### src/rtl/dbg_arb_pkg.sv
// Shared types and helpers for the debug/core memory arbiter.
// State encoding, constant data patterns and counter sizing.
package dbg_arb_pkg;

    typedef enum logic [1:0] {
        IDLE     = 2'd0,
        CORE_ACC = 2'd1,
        DBG_ACC  = 2'd2
    } arb_state_t;

    localparam logic [127:0] ALL_ONES = '1;

    function automatic int cnt_width(input int n);
        return (n < 2) ? 1 : $clog2(n + 1);
    endfunction

endpackage

### src/rtl/dbg_mem_arbiter_capture.sv
// Debug request capture: edge detect on the debug enables feeding a
// single-entry pending slot, with overflow and collision flagging.
module dbg_req_capture
    import dbg_arb_pkg::*;
#(
    parameter int AW = 32,
    parameter int DW = 32
) (
    input  logic          clk,
    input  logic          reset,
    input  logic          read_enable,
    input  logic          write_enable,
    input  logic [AW-1:0] address,
    input  logic [DW-1:0] write_data,
    input  logic          clear,
    output logic          valid,
    output logic          we,
    output logic [AW-1:0] addr,
    output logic [DW-1:0] wdata,
    output logic          err
);

    logic rd_q;
    logic wr_q;
    logic rd_edge;
    logic wr_edge;
    logic any_edge;

    always_comb begin
        rd_edge  = read_enable & ~rd_q;
        wr_edge  = write_enable & ~wr_q;
        any_edge = rd_edge | wr_edge;
        err      = (any_edge & valid) | (rd_edge & wr_edge);
    end

    // a write wins a same-cycle collision; edges into a busy slot are lost
    always_ff @(posedge clk) begin
        if (reset) begin
            rd_q  <= 1'b0;
            wr_q  <= 1'b0;
            valid <= 1'b0;
            we    <= 1'b0;
            addr  <= '0;
            wdata <= '0;
        end else begin
            rd_q <= read_enable;
            wr_q <= write_enable;
            if (clear) begin
                valid <= 1'b0;
            end else if (any_edge && !valid) begin
                valid <= 1'b1;
                we    <= wr_edge;
                addr  <= address;
                wdata <= write_data;
            end
        end
    end

endmodule

### src/rtl/dbg_mem_arbiter.sv
// Shares one memory bus between the core load/store port and the debug
// module, with debug priority, core starvation guard and bus timeout.
module dbg_mem_arbiter
    import dbg_arb_pkg::*;
#(
    parameter int AW             = 32,
    parameter int DW             = 32,
    parameter int MAX_DBG_BURST  = 4,
    parameter int TIMEOUT_CYCLES = 255
) (
    input  logic          clk,
    input  logic          reset,
    input  logic          halt,
    input  logic          core_req,
    input  logic          core_we,
    input  logic [AW-1:0] core_addr,
    input  logic [DW-1:0] core_wdata,
    output logic          core_ack,
    output logic [DW-1:0] core_rdata,
    input  logic          dbg_read_enable,
    input  logic          dbg_write_enable,
    input  logic [AW-1:0] dbg_address,
    input  logic [DW-1:0] dbg_write_data,
    output logic [DW-1:0] dbg_read_data,
    output logic          dbg_done,
    output logic          dbg_busy,
    output logic          dbg_err,
    input  logic          err_clr,
    output logic          mem_req,
    output logic          mem_we,
    output logic [AW-1:0] mem_addr,
    output logic [DW-1:0] mem_wdata,
    input  logic [DW-1:0] mem_rdata,
    input  logic          mem_ready
);

    localparam int SW = cnt_width(MAX_DBG_BURST);
    localparam int TW = cnt_width(TIMEOUT_CYCLES);
    localparam logic [SW-1:0] S_MAX = SW'(MAX_DBG_BURST);
    localparam logic [TW-1:0] T_LAST =
        TW'((TIMEOUT_CYCLES > 0) ? TIMEOUT_CYCLES - 1 : 0);

    arb_state_t    state;
    arb_state_t    state_nxt;
    logic [SW-1:0] starve_cnt;
    logic [TW-1:0] to_cnt;

    logic          slot_valid;
    logic          slot_we;
    logic [AW-1:0] slot_addr;
    logic [DW-1:0] slot_wdata;
    logic          cap_err;

    logic          in_acc;
    logic          timeout_hit;
    logic          finish;
    logic          blocked;
    logic          dbg_go;
    logic          core_go;
    logic          grant_dbg;
    logic          grant_core;
    logic          dbg_clear;
    logic [DW-1:0] rdata_sel;

    dbg_req_capture #(
        .AW(AW),
        .DW(DW)
    ) u_capture (
        .clk         (clk),
        .reset       (reset),
        .read_enable (dbg_read_enable),
        .write_enable(dbg_write_enable),
        .address     (dbg_address),
        .write_data  (dbg_write_data),
        .clear       (dbg_clear),
        .valid       (slot_valid),
        .we          (slot_we),
        .addr        (slot_addr),
        .wdata       (slot_wdata),
        .err         (cap_err)
    );

    assign dbg_busy = slot_valid;

    always_ff @(posedge clk) begin
        if (reset) state <= IDLE;
        else       state <= state_nxt;
    end

    always_comb begin
        state_nxt = state;
        unique case (state)
            IDLE: begin
                if (grant_dbg)       state_nxt = DBG_ACC;
                else if (grant_core) state_nxt = CORE_ACC;
            end
            CORE_ACC, DBG_ACC: begin
                if (finish) state_nxt = IDLE;
            end
            default: state_nxt = IDLE;
        endcase
    end

    // the completion cycle is never a grant cycle, so a core still
    // holding core_req while seeing its ack is not served twice
    always_comb begin
        in_acc      = (state != IDLE);
        timeout_hit = in_acc && !mem_ready && (TIMEOUT_CYCLES != 0)
                      && (to_cnt == T_LAST);
        finish      = in_acc && (mem_ready || timeout_hit);
        blocked     = core_ack || dbg_done;
        dbg_go      = slot_valid
                      && (halt || !core_req || (starve_cnt < S_MAX));
        core_go     = core_req && !halt;
        grant_dbg   = (state == IDLE) && !blocked && dbg_go;
        grant_core  = (state == IDLE) && !blocked && !dbg_go && core_go;
        dbg_clear   = finish && (state == DBG_ACC);
        rdata_sel   = mem_ready ? mem_rdata : ALL_ONES[DW-1:0];
    end

    always_ff @(posedge clk) begin
        if (reset) begin
            starve_cnt <= '0;
            to_cnt     <= '0;
        end else begin
            if (!core_req || grant_core)
                starve_cnt <= '0;
            else if (grant_dbg && (starve_cnt < S_MAX))
                starve_cnt <= starve_cnt + 1'b1;
            if (!in_acc || finish) to_cnt <= '0;
            else                   to_cnt <= to_cnt + 1'b1;
        end
    end

    always_ff @(posedge clk) begin
        if (reset) begin
            mem_req       <= 1'b0;
            mem_we        <= 1'b0;
            mem_addr      <= '0;
            mem_wdata     <= '0;
            core_ack      <= 1'b0;
            core_rdata    <= '0;
            dbg_done      <= 1'b0;
            dbg_read_data <= '0;
        end else begin
            core_ack <= 1'b0;
            dbg_done <= 1'b0;
            if (grant_dbg) begin
                mem_req   <= 1'b1;
                mem_we    <= slot_we;
                mem_addr  <= slot_addr;
                mem_wdata <= slot_wdata;
            end else if (grant_core) begin
                mem_req   <= 1'b1;
                mem_we    <= core_we;
                mem_addr  <= core_addr;
                mem_wdata <= core_wdata;
            end else if (finish) begin
                mem_req <= 1'b0;
                if (state == CORE_ACC) begin
                    core_ack <= 1'b1;
                    if (!mem_we) core_rdata <= rdata_sel;
                end else begin
                    dbg_done <= 1'b1;
                    if (!mem_we) dbg_read_data <= rdata_sel;
                end
            end
        end
    end

    always_ff @(posedge clk) begin
        if (reset)                       dbg_err <= 1'b0;
        else if (cap_err || timeout_hit) dbg_err <= 1'b1;
        else if (err_clr)                dbg_err <= 1'b0;
    end

endmodule
### config.mk
export PLATFORM = sky130hd
export DESIGN_NAME = dbg_mem_arbiter
export DESIGN_NICKNAME = d
export VERILOG_FILES = /design/src/rtl/dbg_arb_pkg.sv /design/src/rtl/dbg_mem_arbiter_capture.sv /design/src/rtl/dbg_mem_arbiter.sv
export SDC_FILE = /design/constraint.sdc
export NUM_CORES = 1
export LEC_CHECK = 0
export CAP_MARGIN = 25
export CELL_PAD_IN_SITES_DETAIL_PLACEMENT = 0
export CELL_PAD_IN_SITES_GLOBAL_PLACEMENT = 1
export CORE_MARGIN = 3
export CORE_UTILIZATION = 36
export DETAILED_ROUTE_END_ITERATION = 7
export GPL_TIMING_DRIVEN = 0
export PLACE_DENSITY_LB_ADDON = 0.1
export SETUP_SLACK_MARGIN = 0.2
export SKIP_CTS_REPAIR_TIMING = 1
export SYNTH_ARGS = -nofsm -noshare
export SYNTH_HDL_FRONTEND = slang
export SYNTH_SLANG_ARGS = --single-unit
### constraint.sdc
create_clock -name clk -period 4.8 [get_ports clk]
set_clock_uncertainty 0.2 [all_clocks]
set_input_delay 0.96 -clock clk [delete_from_list [all_inputs] [get_ports clk]]
set_output_delay 0.96 -clock clk [all_outputs]
set_load 0.01 [all_outputs]
---- After elaboration in Yosys (flattened, before gate mapping) ----
Index checks and enable logic that the tools add are counted.
word-level totals
  bits in registers ....................... 214
  bits in latches ......................... 0
  RAM bits ................................ 0
  bits in read-only memories .............. 0
  input bits .............................. 169
  output and inout bits ................... 134
  word-level logic and storage cells ...... 98
  memories kept ........................... 0
cells by class
  add/sub/neg operators ................... 2
  multipliers ............................. 0
  divide/modulo/power cells ............... 0
  order comparisons ....................... 1
  equal/unequal tests ..................... 5
  shift-type cells ........................ 0
  mux-type cells .......................... 18
  bitwise logic cells ..................... 14
  reduce and logical (&&, ||, !) cells .... 40
operators with widths
  kind                 count
  $mux 32              5
  $logic_and 1x1->1    12
  $reduce_and 5->1     2
  $mux 1               9
  $add 8x1->8 const B  1
  $eq 8x8->1 const B   1
  $not 1->1            8
  $reduce_or 2->1      4
  $logic_not 1->1      7
  $logic_or 1x1->1     7
  $mux 2               3
  $reduce_bool 2->1    3
  $and 1x1->1          4
  $pmux 2 s2           1
  $reduce_and 2->1     2
  $reduce_or 4->1      1
  $add 3x1->3 const B  1
  $lt 3x3->1 const B   1
  $ne 3x3->1 const B   1
  $reduce_bool 3->1    1
  $eq 2x1->1 const B   1
  $eq 2x2->1 const B   1
  $logic_not 2->1      1
  $ne 2x2->1 const B   1
  $or 1x1->1           2

---- Longest topological paths before layout ----
  word-level depth ........................ 10
  gate-level depth with buffers ........... 9
  mapped depth without buffers ............ 6

---- Hierarchy ----
Synthesis repeated with hierarchy kept, for this count alone.
unflattened totals
  cells, all modules ...................... 884
  area total of the unflattened synthesis .. 9057.4 um^2
by module, submodules not included
  module           instances  cells each  area an instance (um^2)  sequential area each (um^2)
  dbg_mem_arbiter  1          590         5993.2                   2922.8
  dbg_req_capture  1          294         3064.2                   1361.3

---- Worst setup path before layout ----
Ideal clock, no wire load.
  kind .................................... input to register
  start ................................... in mem_ready
  end ..................................... reg u_capture.addr[10]
  library setup time ...................... 0.072 ns
  data arrival time ....................... 2.054 ns
  required time ........................... 4.528 ns
  path slack .............................. 2.474 ns
  stages .................................. 5
  buffers on the path ..................... 2
  cells stage by stage .................... a22o_1 a211oi_1 buf_4 buf_4 mux2i_1
on the way
  longest elaborated chain between the ends .. 8
ends and longest elaborated chain
  element                       line                           RTL
  from (decl)                   dbg_mem_arbiter.sv:34          input logic mem_ready
  $logic_not 1->1               dbg_mem_arbiter.sv:108         timeout_hit = in_acc && !mem_ready && (TIMEOUT_CYCLES != 0)
  $logic_and 1x1->1             dbg_mem_arbiter.sv:108
  $logic_and 1x1->1             dbg_mem_arbiter.sv:109         && (to_cnt == T_LAST);
  $logic_or 1x1->1 *            dbg_mem_arbiter.sv:110         finish = in_acc && (mem_ready || timeout_hit);
  $logic_and 1x1->1 *           dbg_mem_arbiter.sv:110
  $logic_and 1x1->1 *           dbg_mem_arbiter.sv:117         dbg_clear = finish && (state == DBG_ACC);
  $not 1->1 (no line) *         n/a
  $reduce_and 2->1 (no line) *  n/a
  to (signal assigned)          dbg_mem_arbiter_capture.sv:53  addr <= address;
  to (decl)                     dbg_mem_arbiter_capture.sv:18  output logic [AW-1:0] addr,
Every way passes the cells marked *; elsewhere a longest branch is shown, timed or not.
A chain may end at the register's enable or synchronous reset.

---- Worst setup path after layout ----
  start ................................... in mem_ready
  end ..................................... reg u_capture.wdata[23]
on the way
  longest elaborated chain between the ends .. 8
ends and longest elaborated chain
  element                       line                           RTL
  $logic_not 1->1               dbg_mem_arbiter.sv:108
  $logic_and 1x1->1             dbg_mem_arbiter.sv:108
  $logic_and 1x1->1             dbg_mem_arbiter.sv:109
  $logic_or 1x1->1 *            dbg_mem_arbiter.sv:110
  $logic_and 1x1->1 *           dbg_mem_arbiter.sv:110
  $logic_and 1x1->1 *           dbg_mem_arbiter.sv:117
  $not 1->1 (no line) *         n/a
  $reduce_and 2->1 (no line) *  n/a
  to (signal assigned)          dbg_mem_arbiter_capture.sv:54  wdata <= write_data;
  to (decl)                     dbg_mem_arbiter_capture.sv:19  output logic [DW-1:0] wdata,
Marks and branches as above.

==> run summary <==
The number of cell instances on the worst register-to-register path is 8. For this design, the slowest cell found on the critical path is sky130_fd_sc_hd__clkdlybuf4s50_1. The number of synthesized flops with an enable pin is 0. TritonCTS built the clock tree. The net count of the mapped netlist is ~1100. The width of the chip came out at 161 um. The starting utilization of the core area is 36.7%. The clock tree buffer depth is 3. The startpoint identified for the worst hold timing path is core_rdata[8]$_SDFFE_PP0P_.

Setup slack closes at 2.02 ns. The final setup violation count came out at 0. The flow ran to the end, and the final reports show no timing, DRC or antenna violations. The cell area that synthesis handed to floorplanning was ~8600 um^2.

sky130_fd_sc_hd__dfxtp_1 takes more of the synthesized area than any other cell. The via count came out at ~7300. The proportion of synthesized chip area in sequential cells came out at 49.5%. The remaining max-slew budget at the tightest pin came out at between 40% and 50%. The violation count after the first detailed-route iteration came out at 312.

The overflow left after global routing is 0. In this run the power density over the cells is 473 nW/um^2. The data arrival time of the worst path is approximately 3.0 ns.

Setup repair after global routing left no endpoint under its margin. The kind of capture point of the worst setup path is a register. The placement-stage worst setup slack is 1.45 ns. The deepest level of the CTS H-tree came out at 1. By area the synthesized netlist is led by sky130_fd_sc_hd__dfxtp_1 (50%), sky130_fd_sc_hd__mux2i_1 (15%), sky130_fd_sc_hd__o2bb2ai_1 (6.5%), sky130_fd_sc_hd__nand2_1 (5.8%), sky130_fd_sc_hd__a211oi_2 (4.3%). The number of cells on the worst hold path came out at 2.

The core box area came out at 23500 um^2. The synthesized flop and latch total is 214. The worst setup path is launched from an input port. Of the cells placed in the final design, the portion with a size suffix greater than 1 is between 7 and 8%.

The worst hold-check path type is register to register. The adder-cell share of the synthesized area is less than 1%. Along the worst path, the maximum fanout reaches 10. The analysis attributes to cell leakage a power of approximately 5.1 nW. The via count of the first global-routing pass came out at approximately 7400.

The xor/xnor cell area share of the yosys netlist is 0.709%. After synthesis, the largest area contributor takes up 49.5% of total cell area. The full die area is 25900 um^2. The period utilization came out at between 50% and 60%. The hold-critical path endpoint is core_rdata[8]$_SDFFE_PP0P_. The time the worst path needs with I/O delays and setup came out at 2.78 ns. After synthesis, the largest family of logic cells by area is compound AO/OA/AOI/OAI gates. The CTS root buffer is sky130_fd_sc_hd__clkbuf_16. The count of final max-slew check failures is 0. The worst-skew pair later-pin latency is 0.50 ns. The detail-routed via count per cell came out at approximately 4.7. The clock-pin slew of the registers on the worst-case setup and hold paths is roughly 0.06 ns. The signal on the critical path passes through clkdlybuf4s50_1 > a22o_1 > a211oi_1 > buf_4 > buf_4 > mux2i_1. By count the netlist is led by sky130_fd_sc_hd__dfxtp_1 (214), sky130_fd_sc_hd__nand2_1 (133), sky130_fd_sc_hd__mux2i_1 (131). The delay of the slowest critical-path stage is between 0.5 and 0.6 ns. The global router's overall resource usage came out at 19.3%. The maximum achievable frequency came out at 0.359 GHz. The number of warnings issued by yosys is 0. The critical path is of the input port to register type. The row count came out at 56. The first detailed-routing pass ran for 4 iterations.

The dominant cell by count in the synthesized netlist is sky130_fd_sc_hd__dfxtp_1. For this design, the sink count on the clock tree is 214. Once detail routing completed, the nets flagged for antenna violations numbered 0.

IR analysis of the VDD net gives a maximum drop of roughly 0.24 mV. After synthesis, the share of cell area in mux cells is about 15%. Max-cap violations in this run came to 0.

The post-detailed-placement half-perimeter wirelength came out at 19300 um. The pin count of the biggest net entering global routing came out at 13. The worst-margin pin slew is about 0.81 ns. The power after layout came out at ~6 mW. The area added between synthesis and finish is 48.9%. A synthesized cell averages roughly 9.8 um^2. The die height came out at 161 um. In the synthesized netlist the dominant register cell turns out to be sky130_fd_sc_hd__dfxtp_1.

The global-route wire length before repair came out at 40800 um. The number of distinct library cells after synthesis came out at 42. The final layout net count came out at about 1400. The share of synthesized flip-flops with an asynchronous set or reset is 0%. The total wire length after detailed routing came out at approximately 26000 um. The critical register-to-register path startpoint is state[1]$_SDFFE_PP0P_. At the worst endpoint, the required time is between 5 and 6 ns. The number of antenna violations at the first check in global routing is 1.

The simple-gate share of the synthesized area came out at 11.5%. The fraction of the mapped netlist area in compound gates is ~15%. In the final routed layout, each cell accounts on average for 16.7 um.

The endpoint identified for the worst register-to-register timing path is mem_wdata[22]$_SDFFE_PP0P_. The number of primary I/O pins is between 300 and 400. The number of cells produced by synthesis came out at ~900. The count of buffers from port buffering is 302. Cells fill about 55% of the core in the end. Counting the buffers created by CTS gives 25.

Across all register-to-register paths, the minimum setup slack is between 2 and 2.5 ns. The accumulated negative setup slack is 0 ns. In the routed design, unresolved DRC markers number 0.

The global placer's final weighted congestion came out at 0.797. The hold violation count in the final report came to 0. The most used cell along the critical path is sky130_fd_sc_hd__buf_4.
[critical path, delay by kind of cell]
family	cells	cell delay [ns]
buf+inv	3	1.09
compound gates	2	0.70
mux	1	0.23
[final cells by class]
| type | count | area [um^2] |
|---|---|---|
| multi-input cells | 533 | 3780 |
| plain buffers | 65 | 318 |
| clock buffers | 36 | 717 |
| repair buffers | 302 | 3020 |
| clock inverters | 7 | 85.1 |
| flip-flops and latches | 214 | 4280 |
| diodes | 1 | 2.50 |
| fillers | 2281 | 10700 |
| inverters | 71 | 267 |
| well taps | 319 | 399 |
[layer usage]
metal,part of all wire (%),up-vias,track usage (%)
met2,47,196,31.8
li1,-,3673,-
met1,45,3367,25.8
met3,6.1,33,4.69
met4,1.9,0,4.42
met5,0,-,0
[placed cells by master, fill, tap and decap left out, drive strengths merged, types with 5 or more instances in the layout]
cell,instances
ha,6
mux2i,131
nand2,133
inv,71
nor2,82
clkinv,5
o2bb2ai,64
clkbuf,76
a211oi,65
xor2,5
nand3,7
clkdlybuf4s50,302
dfxtp,214
buf,25
[logic make-up (layout without fill, tap and decap cells)]
kind of cell    after synthesis  count (layout)
buf+inv                     136             481
fa+ha+maj                     7               7
mux                         131             131
xor+xnor                      7               7
compound gates              145             145
simple gates                243             243
other cells                   0               1
flops                       214             214
[where the power goes]
group	switching [mW]	total (mW)	internal, mW
combinational	0.962	1.97	1.01
clock	0.717	1.85	1.14
sequential	0.170	2.27	2.10
[how the worst max path moves through the flow]
stage	from	to	slack (ns)	depth (start not counted)
2_1_floorplan	mem_ready	u_capture.addr[10]$_SDFFE_PP0P_	2.47	5
3_3_place_gp	mem_ready	u_capture.addr[22]$_SDFFE_PP0P_	1.48	6
3_5_place_dp	mem_ready	u_capture.wdata[23]$_SDFFE_PP0P_	1.45	6
4_1_cts	mem_ready	u_capture.wdata[23]$_SDFFE_PP0P_	1.98	6
5_1_grt	state[1]$_SDFFE_PP0P_	mem_wdata[26]$_SDFFE_PP0P_	1.82	8
6_report	mem_ready	u_capture.wdata[23]$_SDFFE_PP0P_	2.02	6
[stage by stage]
| step | hold WS, ns | instance area (um^2) | cells |
|---|---|---|---|
| global placement | 0.241 | 12100 | 1504 |
| CTS | 0.255 | 12900 | 1547 |
| detailed placement | 0.243 | 12100 | 1504 |
| finish | 0.252 | 12900 | 1548 |
| global route | 0.265 | 12900 | 1548 |
| floorplan | 0.234 | 8650 | 883 |
[state kept, by name, indices dropped and copies added (netlist names)]
| name | count |
|---|---|
| state | 2 |
| dbg_done | 1 |
| u_capture.rd_q | 1 |
| to_cnt | 8 |
| dbg_read_data | 32 |
| core_ack | 1 |
| u_capture.we | 1 |
| starve_cnt | 3 |
| mem_we | 1 |
| mem_addr | 32 |
| u_capture.wdata | 32 |
| u_capture.valid | 1 |
| mem_req | 1 |
| dbg_err | 1 |
| core_rdata | 32 |
| u_capture.addr | 32 |
| u_capture.wr_q | 1 |
| mem_wdata | 32 |
Note: power is estimated with default switching activity, not from simulation.
